[src/rtl/fp_pkg.sv]
// Shared types and constants for the FPU add/sub issue front-end.
package fp_pkg;

    // Packed IEEE-754 single-precision value.
    typedef struct packed {
        logic       sign;
        logic [7:0] exp;
        logic [22:0] sig;
    } fp32_t;

    // Issue sequencer states.
    typedef enum logic [1:0] {
        IDLE = 2'd0,
        EXEC = 2'd1,
        RESP = 2'd2
    } issue_state_t;

    // One queued request: 1 + 4 + 32 + 32 = 69 bits.
    typedef struct packed {
        logic       opcode;
        logic [3:0] tag;
        fp32_t      op1;
        fp32_t      op2;
    } fp_req_t;

    // Datapath error codes; the issue block only captures them.
    localparam logic [2:0] FP_ERR_NONE      = 3'b000;
    localparam logic [2:0] FP_ERR_UNDERFLOW = 3'b001;
    localparam logic [2:0] FP_ERR_OVERFLOW  = 3'b010;
    localparam logic [2:0] FP_ERR_INVALID   = 3'b100;

endpackage

[src/rtl/fp_req_fifo.sv]
// Synchronous request FIFO of fp_req_t entries; pointers wrap modulo DEPTH.
module fp_req_fifo
    import fp_pkg::*;
#(
    parameter int unsigned DEPTH = 2,
    localparam int unsigned PW   = $clog2(DEPTH),
    localparam int unsigned CW   = PW + 1
) (
    input  logic          clk,
    input  logic          rst_n,
    input  logic          push_i,
    input  fp_req_t       wdata_i,
    input  logic          pop_i,
    output fp_req_t       rdata_o,
    output logic          full_o,
    output logic          empty_o,
    output logic [CW-1:0] count_o
);

    logic [PW-1:0] wr_ptr_q, wr_ptr_d;
    logic [PW-1:0] rd_ptr_q, rd_ptr_d;
    logic [CW-1:0] count_q, count_d;
    logic          push_en, pop_en;
    fp_req_t       mem_q [DEPTH];

    assign full_o  = (count_q == CW'(DEPTH));
    assign empty_o = (count_q == '0);
    assign count_o = count_q;
    assign rdata_o = mem_q[rd_ptr_q];

    // Overflow/underflow are dropped here as a last line of defence.
    assign push_en = push_i && !full_o;
    assign pop_en  = pop_i && !empty_o;

    // Next pointer and occupancy.
    always_comb begin
        wr_ptr_d = wr_ptr_q;
        rd_ptr_d = rd_ptr_q;
        count_d  = count_q;
        if (push_en) wr_ptr_d = wr_ptr_q + PW'(1);
        if (pop_en)  rd_ptr_d = rd_ptr_q + PW'(1);
        case ({push_en, pop_en})
            2'b10:   count_d = count_q + CW'(1);
            2'b01:   count_d = count_q - CW'(1);
            default: count_d = count_q;
        endcase
    end

    // Pointer and count state.
    always_ff @(posedge clk or negedge rst_n) begin
        if (!rst_n) begin
            wr_ptr_q <= '0;
            rd_ptr_q <= '0;
            count_q  <= '0;
        end else begin
            wr_ptr_q <= wr_ptr_d;
            rd_ptr_q <= rd_ptr_d;
            count_q  <= count_d;
        end
    end

    // Entry storage; contents are don't-care until written.
    always_ff @(posedge clk) begin
        if (push_en) mem_q[wr_ptr_q] <= wdata_i;
    end

endmodule

[src/rtl/fp_addsub_issue.sv]
// Issue front-end: queues operand pairs, holds them on the add/sub datapath
// for SETTLE_CYCLES, then returns the captured result in request order.
module fp_addsub_issue
    import fp_pkg::*;
#(
    parameter int unsigned DEPTH         = 2,
    parameter int unsigned SETTLE_CYCLES = 2
) (
    input  logic        clk,
    input  logic        rst_n,
    input  logic        req_valid,
    output logic        req_ready,
    input  logic [31:0] req_op1,
    input  logic [31:0] req_op2,
    input  logic        req_opcode,
    input  logic [3:0]  req_tag,
    output logic        rsp_valid,
    input  logic        rsp_ready,
    output logic [31:0] rsp_result,
    output logic [2:0]  rsp_error,
    output logic [3:0]  rsp_tag,
    output logic        dp_sign1,
    output logic        dp_sign2,
    output logic [7:0]  dp_exp1,
    output logic [7:0]  dp_exp2,
    output logic [22:0] dp_sig1,
    output logic [22:0] dp_sig2,
    output logic        dp_opcode,
    input  logic [31:0] dp_fp_out,
    input  logic [2:0]  dp_error,
    output logic        busy
);

    localparam int unsigned CW   = $clog2(DEPTH) + 1;
    localparam int unsigned CNTW = $clog2(SETTLE_CYCLES + 1);
    localparam logic [CW-1:0]   DEPTH_C  = CW'(DEPTH);
    localparam logic [CNTW-1:0] SETTLE_C = CNTW'(SETTLE_CYCLES);

    issue_state_t    state_q, state_d;
    logic [CNTW-1:0] cnt_q, cnt_d;
    fp_req_t         opreg_q, opreg_d;
    logic            req_ready_q, req_ready_d;
    logic            rsp_valid_q, rsp_valid_d;
    logic [31:0]     rsp_result_q, rsp_result_d;
    logic [2:0]      rsp_error_q, rsp_error_d;
    logic [3:0]      rsp_tag_q, rsp_tag_d;

    fp_req_t         fifo_wdata, fifo_rdata;
    logic            fifo_push, fifo_pop, fifo_full, fifo_empty;
    logic [CW-1:0]   fifo_count, count_next;

    assign fifo_wdata = '{opcode: req_opcode, tag: req_tag, op1: req_op1, op2: req_op2};
    assign fifo_push  = req_valid && req_ready_q && !fifo_full;

    fp_req_fifo #(
        .DEPTH (DEPTH)
    ) u_fifo (
        .clk     (clk),
        .rst_n   (rst_n),
        .push_i  (fifo_push),
        .wdata_i (fifo_wdata),
        .pop_i   (fifo_pop),
        .rdata_o (fifo_rdata),
        .full_o  (fifo_full),
        .empty_o (fifo_empty),
        .count_o (fifo_count)
    );

    // Sequencer next state: pop, settle countdown, capture, response handshake.
    always_comb begin
        state_d      = state_q;
        cnt_d        = cnt_q;
        opreg_d      = opreg_q;
        rsp_valid_d  = rsp_valid_q;
        rsp_result_d = rsp_result_q;
        rsp_error_d  = rsp_error_q;
        rsp_tag_d    = rsp_tag_q;
        fifo_pop     = 1'b0;
        case (state_q)
            IDLE: begin
                if (!fifo_empty) begin
                    fifo_pop = 1'b1;
                    opreg_d  = fifo_rdata;
                    cnt_d    = SETTLE_C;
                    state_d  = EXEC;
                end
            end
            EXEC: begin
                cnt_d = cnt_q - CNTW'(1);
                if (cnt_q == CNTW'(1)) begin
                    rsp_result_d = dp_fp_out;
                    rsp_error_d  = dp_error;
                    rsp_tag_d    = opreg_q.tag;
                    rsp_valid_d  = 1'b1;
                    state_d      = RESP;
                end
            end
            RESP: begin
                if (rsp_ready) begin
                    rsp_valid_d = 1'b0;
                    if (!fifo_empty) begin
                        fifo_pop = 1'b1;
                        opreg_d  = fifo_rdata;
                        cnt_d    = SETTLE_C;
                        state_d  = EXEC;
                    end else begin
                        state_d = IDLE;
                    end
                end
            end
            default: state_d = IDLE;
        endcase
    end

    // Ready is registered from the post-edge occupancy, so a full FIFO never
    // accepts even when it is being popped on the same edge.
    always_comb begin
        count_next = fifo_count;
        case ({fifo_push, fifo_pop})
            2'b10:   count_next = fifo_count + CW'(1);
            2'b01:   count_next = fifo_count - CW'(1);
            default: count_next = fifo_count;
        endcase
        req_ready_d = (count_next < DEPTH_C);
    end

    // Sequencer, operand and response registers.
    always_ff @(posedge clk or negedge rst_n) begin
        if (!rst_n) begin
            state_q      <= IDLE;
            cnt_q        <= '0;
            opreg_q      <= '0;
            req_ready_q  <= 1'b0;
            rsp_valid_q  <= 1'b0;
            rsp_result_q <= '0;
            rsp_error_q  <= FP_ERR_NONE;
            rsp_tag_q    <= '0;
        end else begin
            state_q      <= state_d;
            cnt_q        <= cnt_d;
            opreg_q      <= opreg_d;
            req_ready_q  <= req_ready_d;
            rsp_valid_q  <= rsp_valid_d;
            rsp_result_q <= rsp_result_d;
            rsp_error_q  <= rsp_error_d;
            rsp_tag_q    <= rsp_tag_d;
        end
    end

    assign req_ready  = req_ready_q;
    assign rsp_valid  = rsp_valid_q;
    assign rsp_result = rsp_result_q;
    assign rsp_error  = rsp_error_q;
    assign rsp_tag    = rsp_tag_q;

    assign dp_sign1  = opreg_q.op1.sign;
    assign dp_exp1   = opreg_q.op1.exp;
    assign dp_sig1   = opreg_q.op1.sig;
    assign dp_sign2  = opreg_q.op2.sign;
    assign dp_exp2   = opreg_q.op2.exp;
    assign dp_sig2   = opreg_q.op2.sig;
    assign dp_opcode = opreg_q.opcode;

    assign busy = (state_q != IDLE) || !fifo_empty;

endmodule

[config.mk]
export PLATFORM = sky130hd
export DESIGN_NAME = fp_addsub_issue
export DESIGN_NICKNAME = d
export VERILOG_FILES = /design/src/rtl/fp_pkg.sv /design/src/rtl/fp_req_fifo.sv /design/src/rtl/fp_addsub_issue.sv
export SDC_FILE = /design/constraint.sdc
export NUM_CORES = 1
export LEC_CHECK = 0
export CAP_MARGIN = 20
export CORE_UTILIZATION = 51
export CTS_BUF_LIST = sky130_fd_sc_hd__clkbuf_16
export DETAILED_ROUTE_END_ITERATION = 8
export PLACE_DENSITY = 0.76
export SLEW_MARGIN = 30
export SYNTH_ARGS = -nofsm -noshare
export SYNTH_HDL_FRONTEND = slang
export SYNTH_SLANG_ARGS = --single-unit
export TNS_END_PERCENT = 100
[constraint.sdc]
create_clock -name clk -period 5.55 [get_ports clk]
set_input_delay 1.11 -clock clk [delete_from_list [all_inputs] [get_ports clk]]
set_output_delay 1.11 -clock clk [all_outputs]
set_load 0.02 [all_outputs]
==> results of run 1 <==
-- cells in the mapped netlist --
master,n
buf_6,7
ha_1,6
a21oi_1,3
mux2i_1,1
nor2b_4,1
inv_2,1
inv_1,5
a31oi_1,1
buf_2,6
dfrtp_1,118
and2b_1,1
edfxtp_1,138
mux2_2,177
nand2b_1,2
buf_4,62
xnor2_1,4
o21ai_0,3
nor3_4,1
clkbuf_1,7
nand2_1,6
nor3_1,1
and2_1,1
nor2_1,5
o31ai_1,1
or2_2,1
-- metal layers --
| metal | track usage (%) | vias to the layer above | wire (µm) |
|---|---|---|---|
| met2 | 34.5 | 146 | 10100 |
| met3 | 3.63 | 31 | 978 |
| met1 | 22.8 | 2569 | 7130 |
| li1 | - | 2320 | - |
| met5 | 0 | - | 0 |
| met4 | 5.89 | 0 | 381 |
-- critical path, stage by stage (launching register included) --
cell and delay [ns]:
dfrtp_1 0.43, inv_1 0.07, ha_1 0.23, nand2_1 0.09, clkdlybuf4s50_1 0.62
-- registers in the layout (all words and copies together) (netlist names), 3 cells and up --
register / count
opreg_q: 4
rsp_tag: 4
dp_exp1: 8
dp_sig1: 23
rsp_error: 3
dp_sig2: 23
u_fifo.mem_q: 138
rsp_result: 32
dp_exp2: 8
-- power by group through the flow --
stage | combinational (mW) | sequential (mW) | clock [mW]
final | 3.04 | 3.06 | 1.61
after CTS | 2.98 | 3.14 | 1.65
after global placement | 2.86 | 3.13 | 0
after floorplan | 2.02 | 3.19 | 0
after detailed placement | 2.97 | 3.17 | 0
after global routing | 3.23 | 3.14 | 1.73
-- cell families after synthesis --
logic type               Yosys count  synth area share, %
flip-flops                       256                 71.1
multiplexers                     178                 20.1
buffers and inverters             88                 6.24
AND/OR/NAND/NOR                   19                 1.09
AO/OA/AOI/OAI                      8                0.439
adder cells (fa/ha/maj)            6                0.752
XOR/XNOR                           4                0.351
-- worst min-delay path by stage --
stage                                          endpoint                           from  cells after the start
after global routing         rsp_result[31]$_DFFE_PN0P_     rsp_result[31]$_DFFE_PN0P_                      1
after detailed placement     rsp_result[31]$_DFFE_PN0P_     rsp_result[31]$_DFFE_PN0P_                      1
after CTS                    rsp_result[30]$_DFFE_PN0P_     rsp_result[30]$_DFFE_PN0P_                      1
final                     u_fifo.count_o[0]$_DFFE_PN0P_  u_fifo.count_o[0]$_DFFE_PN0P_                      1
after floorplan           u_fifo.count_o[0]$_DFFE_PN0P_  u_fifo.count_o[0]$_DFFE_PN0P_                      1
after global placement    u_fifo.count_o[0]$_DFFE_PN0P_  u_fifo.count_o[0]$_DFFE_PN0P_                      1
-- final cells by class --
cell class / instances / area [µm²] / share of cell area, %
Sequential cell: 256 / 7100 / 55.5
Timing Repair Buffer: 224 / 2280 / 17.8
Multi-Input combinational cell: 215 / 2280 / 17.8
Clock buffer: 26 / 651 / 5.08
Tap cell: 260 / 325 / 2.54
Clock inverter: 22 / 148 / 1.15
Inverter: 6 / 22.5 / 0.176
==> out/metrics.csv, run 1 <==
metric;value;unit
Slew @ Worst Pin;0.672;ns
share of total power in the clock network;20.9;%
Worst Slack Setup Final;2.49;ns
Final Hold Viols;0;
gr ovfl total;0;
FILL cells;1283;
Power Density;602;mW/mm²
Seq cells post-synth;256;
Syn Area/Cell;17.9;µm²
most common cell after layout, fill and taps aside;clkdlybuf4s50_1;
Worst Setup EP;busy;
Critical Path RT;4.44;ns
Yosys top cell by area;edfxtp_1;
DRT Pass-1 Iters;4;
WL final;18.6;mm
die area;0.0201;mm²
first-pass GRT wire length;29.3;mm
RSZ-0062 raised after global routing;false;
vias in the first global route;5563;
Hold Path Class;reg2reg;
status;complete, no violations;
Crit Path Category;reg2out;
Gates resized, CTS repair;0;
cells on worst reg2reg path;6;
# nets final;843;
Overall Power;7.71;mW
initial antenna violation count;0;
wire per inst;18.4;µm
starting density of the core;52.7;%
RD Place Congestion;0.731;
Synth top area share;41.5;%
ratio of final minimum period to clock period;55.1;%
worst-path fanout max;4;
detailed placement HPWL;12.3;mm
WHS;0.502;ns
sequential-to-total area share from yosys stat;71.1;%
largest net degree at the start of global routing;71;
most frequent cells in the layout;213 x clkdlybuf4s50_1, 177 x mux2_2, 138 x edfxtp_1;
r2r startpoint;u_fifo.count_o[0]$_DFFE_PN0P_;
Synth Warn #;0;
DIE HEIGHT;142;µm
Max Cap Viol;0;
largest cells by area after synthesis;edfxtp_1 41%, dfrtp_1 30%, mux2_2 20%;
Pleak;4.82;nW
via count;5066;
post-route cell area;0.0128;mm²
DR iter-0 viols;245;
Area after DPL;0.0120;mm²
end of the worst register-to-register path;u_fifo.mem_q[0][40]$_DFFE_PP_;
# clock sinks;256;
fin crit period;3.06;ns
endpoint type of the worst setup path;output port;
Switching Share;31.2;%
number of setup buffers added after CTS;0;
Ports;215;
hold buffers post-CTS;0;
Setup TNS;0;ns
maximum clock rate;327;MHz
share of power burned in combinational logic;39.4;%
Worst VDD drop;0.333;mV
FP Rows;50;
sw power;2.40;mW
latest clock arrival within the worst-skew pair;0.52;ns
Worst setup startpoint;u_fifo.count_o[1]$_DFFE_PN0P_;
syn_nets;673;
post-DR vias/cell;5.02;
CTS Buffer Depth;3;
Post-Syn Instances;559;
Cell Count, Final, Fillers Out;1009;
Layout Utilization;67.5;%
final setup vio count;0;
share of layout cells above drive strength 1;29.9;%
Total GRT Usage;19.0;%
Die Wd;142;µm
CORE AREA;0.0190;mm²
Slew HR;55.2;%
Post-Synthesis Cell Area;0.00999;mm²
Final ANT Viol Nets;0;
port buffer count;214;
Num CTS Buffers;26;
r2r setup slk;3.24;ns
clock skew;0.00890;ns
critical path launch point type;flip-flop;
register clock-pin slew on the reported worst setup and hold paths;0.06;ns
TritonCTS clock tree;yes;
post-synth cell types;25;
Int Power;5.30;mW
Flop pwr share;39.7;%
Cells after DPL;959;
Antenna diodes;0;
Root Buffer;clkbuf_16;
H-tree depth;1;
CP Data Arrival Time;1.95;ns
area grow syn2layout;28.2;%
pre-CTS worst setup slack;2.23;ns
DRC viols;0;
Final Max Tran Viols;0;
Note: power is estimated with default switching activity, not from simulation.
==> inputs of run 2 (changes only) <==
clock period = 2.9 ns   (was 5.55 ns; I/O delays follow)
==> run 2 against run 1 <==
Effect of this change: via count fell by 0.73%; clock skew up 0.0084 ns; critical path type unchanged; routed wire length grew 0.11%; sequential cell count unchanged; clock power grew 120%; die area stayed put; first-iteration DRC count decreased by 25%; worst setup slack lost 2.1 ns; cell area rose by 1.4%; non-clock buffer count shrank 1; critical path depth stayed put.
==> out/metrics.csv, run 2 (synthesized netlist as in run 1, its figures left out) <==
metric;value;unit;change
Power Density;1180;mW/mm²;was 602 mW/mm²
r2r startpoint;u_fifo.count_o[0]$_DFFE_PN0P_;;unchanged
Worst VDD drop;0.727;mV;was 0.333 mV
starting density of the core;52.7;%;unchanged
DR iter-0 viols;184;;was 245
Int Power;10.6;mW;was 5.30 mW
# nets final;843;;unchanged
H-tree depth;1;;unchanged
sw power;4.71;mW;was 2.40 mW
Gates resized, CTS repair;0;;unchanged
CORE AREA;0.0190;mm²;unchanged
Final Hold Viols;0;;unchanged
post-route cell area;0.0130;mm²;was 0.0128 mm²
status;complete, no violations;;unchanged
Die Wd;142;µm;unchanged
detailed placement HPWL;12.3;mm;about the same
Worst Setup EP;busy;;unchanged
vias in the first global route;5595;;was 5563
post-DR vias/cell;4.98;;was 5.02
Max Cap Viol;0;;unchanged
Hold Path Class;in2async;;was reg2reg
Switching Share;30.7;%;was 31.2%
TritonCTS clock tree;yes;;unchanged
FP Rows;50;;unchanged
maximum clock rate;403;MHz;
worst-path fanout max;4;;unchanged
Critical Path RT;2.32;ns;was 4.44 ns
Ports;215;;unchanged
CTS Buffer Depth;3;;unchanged
Final ANT Viol Nets;0;;unchanged
Multi-input gate area;0.00228;mm²;unchanged
RSZ-0062 raised after global routing;false;;unchanged
Largest register FFs;138;;unchanged
RD Place Congestion;0.763;;was 0.731
Area after DPL;0.0120;mm²;about the same
Crit Path Category;reg2out;;unchanged
via count;5029;;was 5066
latest clock arrival within the worst-skew pair;0.52;ns;about the same
initial antenna violation count;1;;was 0
register clock-pin slew on the reported worst setup and hold paths;0.06;ns;about the same
port buffer count;214;;unchanged
share of layout cells above drive strength 1;31.6;%;was 29.9%
wire per inst;18.4;µm;about the same
fin crit period;2.48;ns;
Register Area;0.00710;mm²;unchanged
Largest Register;u_fifo.mem_q;;unchanged
share of power burned in combinational logic;38.0;%;was 39.4%
endpoint type of the worst setup path;output port;;unchanged
DIE HEIGHT;142;µm;unchanged
WL final;18.6;mm;about the same
Flop pwr share;38.5;%;was 39.7%
# clock sinks;256;;unchanged
area grow syn2layout;30.0;%;was 28.2%
Total GRT Usage;19.0;%;about the same
CP Data Arrival Time;1.90;ns;was 1.95 ns
Slew HR;55.0;%;was 55.2%
Worst setup startpoint;u_fifo.count_o[1]$_DFFE_PN0P_;;unchanged
Num CTS Buffers;27;;was 26
Slew @ Worst Pin;0.676;ns;was 0.672 ns
most frequent cells in the layout;213 x clkdlybuf4s50_1, 177 x mux2_2, 138 x edfxtp_1;;unchanged
end of the worst register-to-register path;u_fifo.mem_q[1][30]$_DFFE_PP_;;was u_fifo.mem_q[0][40]$_DFFE_PP_
final setup vio count;0;;unchanged
hold buffers post-CTS;0;;unchanged
Setup TNS;0;ns;unchanged
FILL cells;1292;;was 1283
r2r setup slk;0.92;ns;was 3.24 ns
number of setup buffers added after CTS;0;;unchanged
largest net degree at the start of global routing;119;;was 71
die area;0.0201;mm²;unchanged
most common cell after layout, fill and taps aside;clkdlybuf4s50_1;;unchanged
DRC viols;0;;unchanged
Final Max Tran Viols;0;;unchanged
Root Buffer;clkbuf_16;;unchanged
share of total power in the clock network;23.4;%;was 20.9%
clock skew;0.0173;ns;was 0.00890 ns
Cells after DPL;960;;was 959
Pleak;4.87;nW;was 4.82 nW
cells on worst reg2reg path;6;;unchanged
ratio of final minimum period to clock period;85.6;%;
critical path launch point type;flip-flop;;unchanged
Cell Count, Final, Fillers Out;1010;;was 1009
gr ovfl total;0;;unchanged
first-pass GRT wire length;29.6;mm;was 29.3 mm
DRT Pass-1 Iters;4;;unchanged
## run 2: cell types whose count changed in the layout (fill, tap and decap cells not counted), moves of 2 or more
cell	delta
inv_1	-10
buf_12	+7
clkinv_1	-3
buf_4	-4
clkbuf_16	+2
clkinv_2	+2
bufinv_16	+3
buf_16	-2
inv_6	+2
clkinv_4	+2
## run 2: metal layers
metal  part of all wire, %  GRT usage, %
met5                     0             0
met4                   2.0          5.43
met3                   4.5          2.89
met2                    53          34.9
met1                    40          23.2
## run 2: per-stage QoR
step / setup slack [ns] / hold WS, ns / utilization, % / total power, mW
after floorplan: 0.393 / 0.284 / - / 9.96
after global placement: 0.450 / 0.462 / 63.5 / 11.6
after detailed placement: 0.446 / 0.471 / 63.5 / 11.9
after CTS: 0.381 / 0.189 / 68.5 / 15.5
after global routing: 0.340 / 0.197 / 68.5 / 16.1
final: 0.418 / 0.131 / 68.5 / 15.3
## run 2: area by class of cell
cell class / count / area share (%)
timing repair buffer: 223 / 17.8
tap: 260 / 2.51
inverter: 6 / 0.173
sequential: 256 / 54.7
multi-input combinational: 215 / 17.5
clock buffer: 28 / 5.40
antenna: 1 / 0.0193
clock inverter: 21 / 1.94
## run 2: power groups by stage
stage | Clock [mW] | Sequential, mW | Combinational [mW]
floorplan | 0 | 6.08 | 3.88
global placement | 0 | 5.91 | 5.73
detailed placement | 0 | 5.99 | 5.89
CTS | 3.67 | 5.93 | 5.92
global route | 3.80 | 6.06 | 6.21
finish | 3.59 | 5.90 | 5.83
## run 2: worst min path at each step
stage	start	endpoint	slack, ns	cells after the start
finish	rst_n	rsp_result[1]$_DFFE_PN0P_	0.13	2
CTS	rst_n	dp_sig2[20]$_DFFE_PN0P_	0.19	2
global placement	u_fifo.count_o[0]$_DFFE_PN0P_	u_fifo.count_o[0]$_DFFE_PN0P_	0.46	1
detailed placement	u_fifo.count_o[0]$_DFFE_PN0P_	u_fifo.count_o[0]$_DFFE_PN0P_	0.47	1
global route	rst_n	rsp_result[1]$_DFFE_PN0P_	0.20	2
floorplan	rst_n	cnt_q[0]$_DFFE_PN0P_	0.28	0
## run 2: worst max-delay path, stage by stage, from the launching register on
cell and delay [ns]:
dfrtp_1 0.40, inv_1 0.06, ha_1 0.23, nand2_1 0.08, clkdlybuf4s50_1 0.62
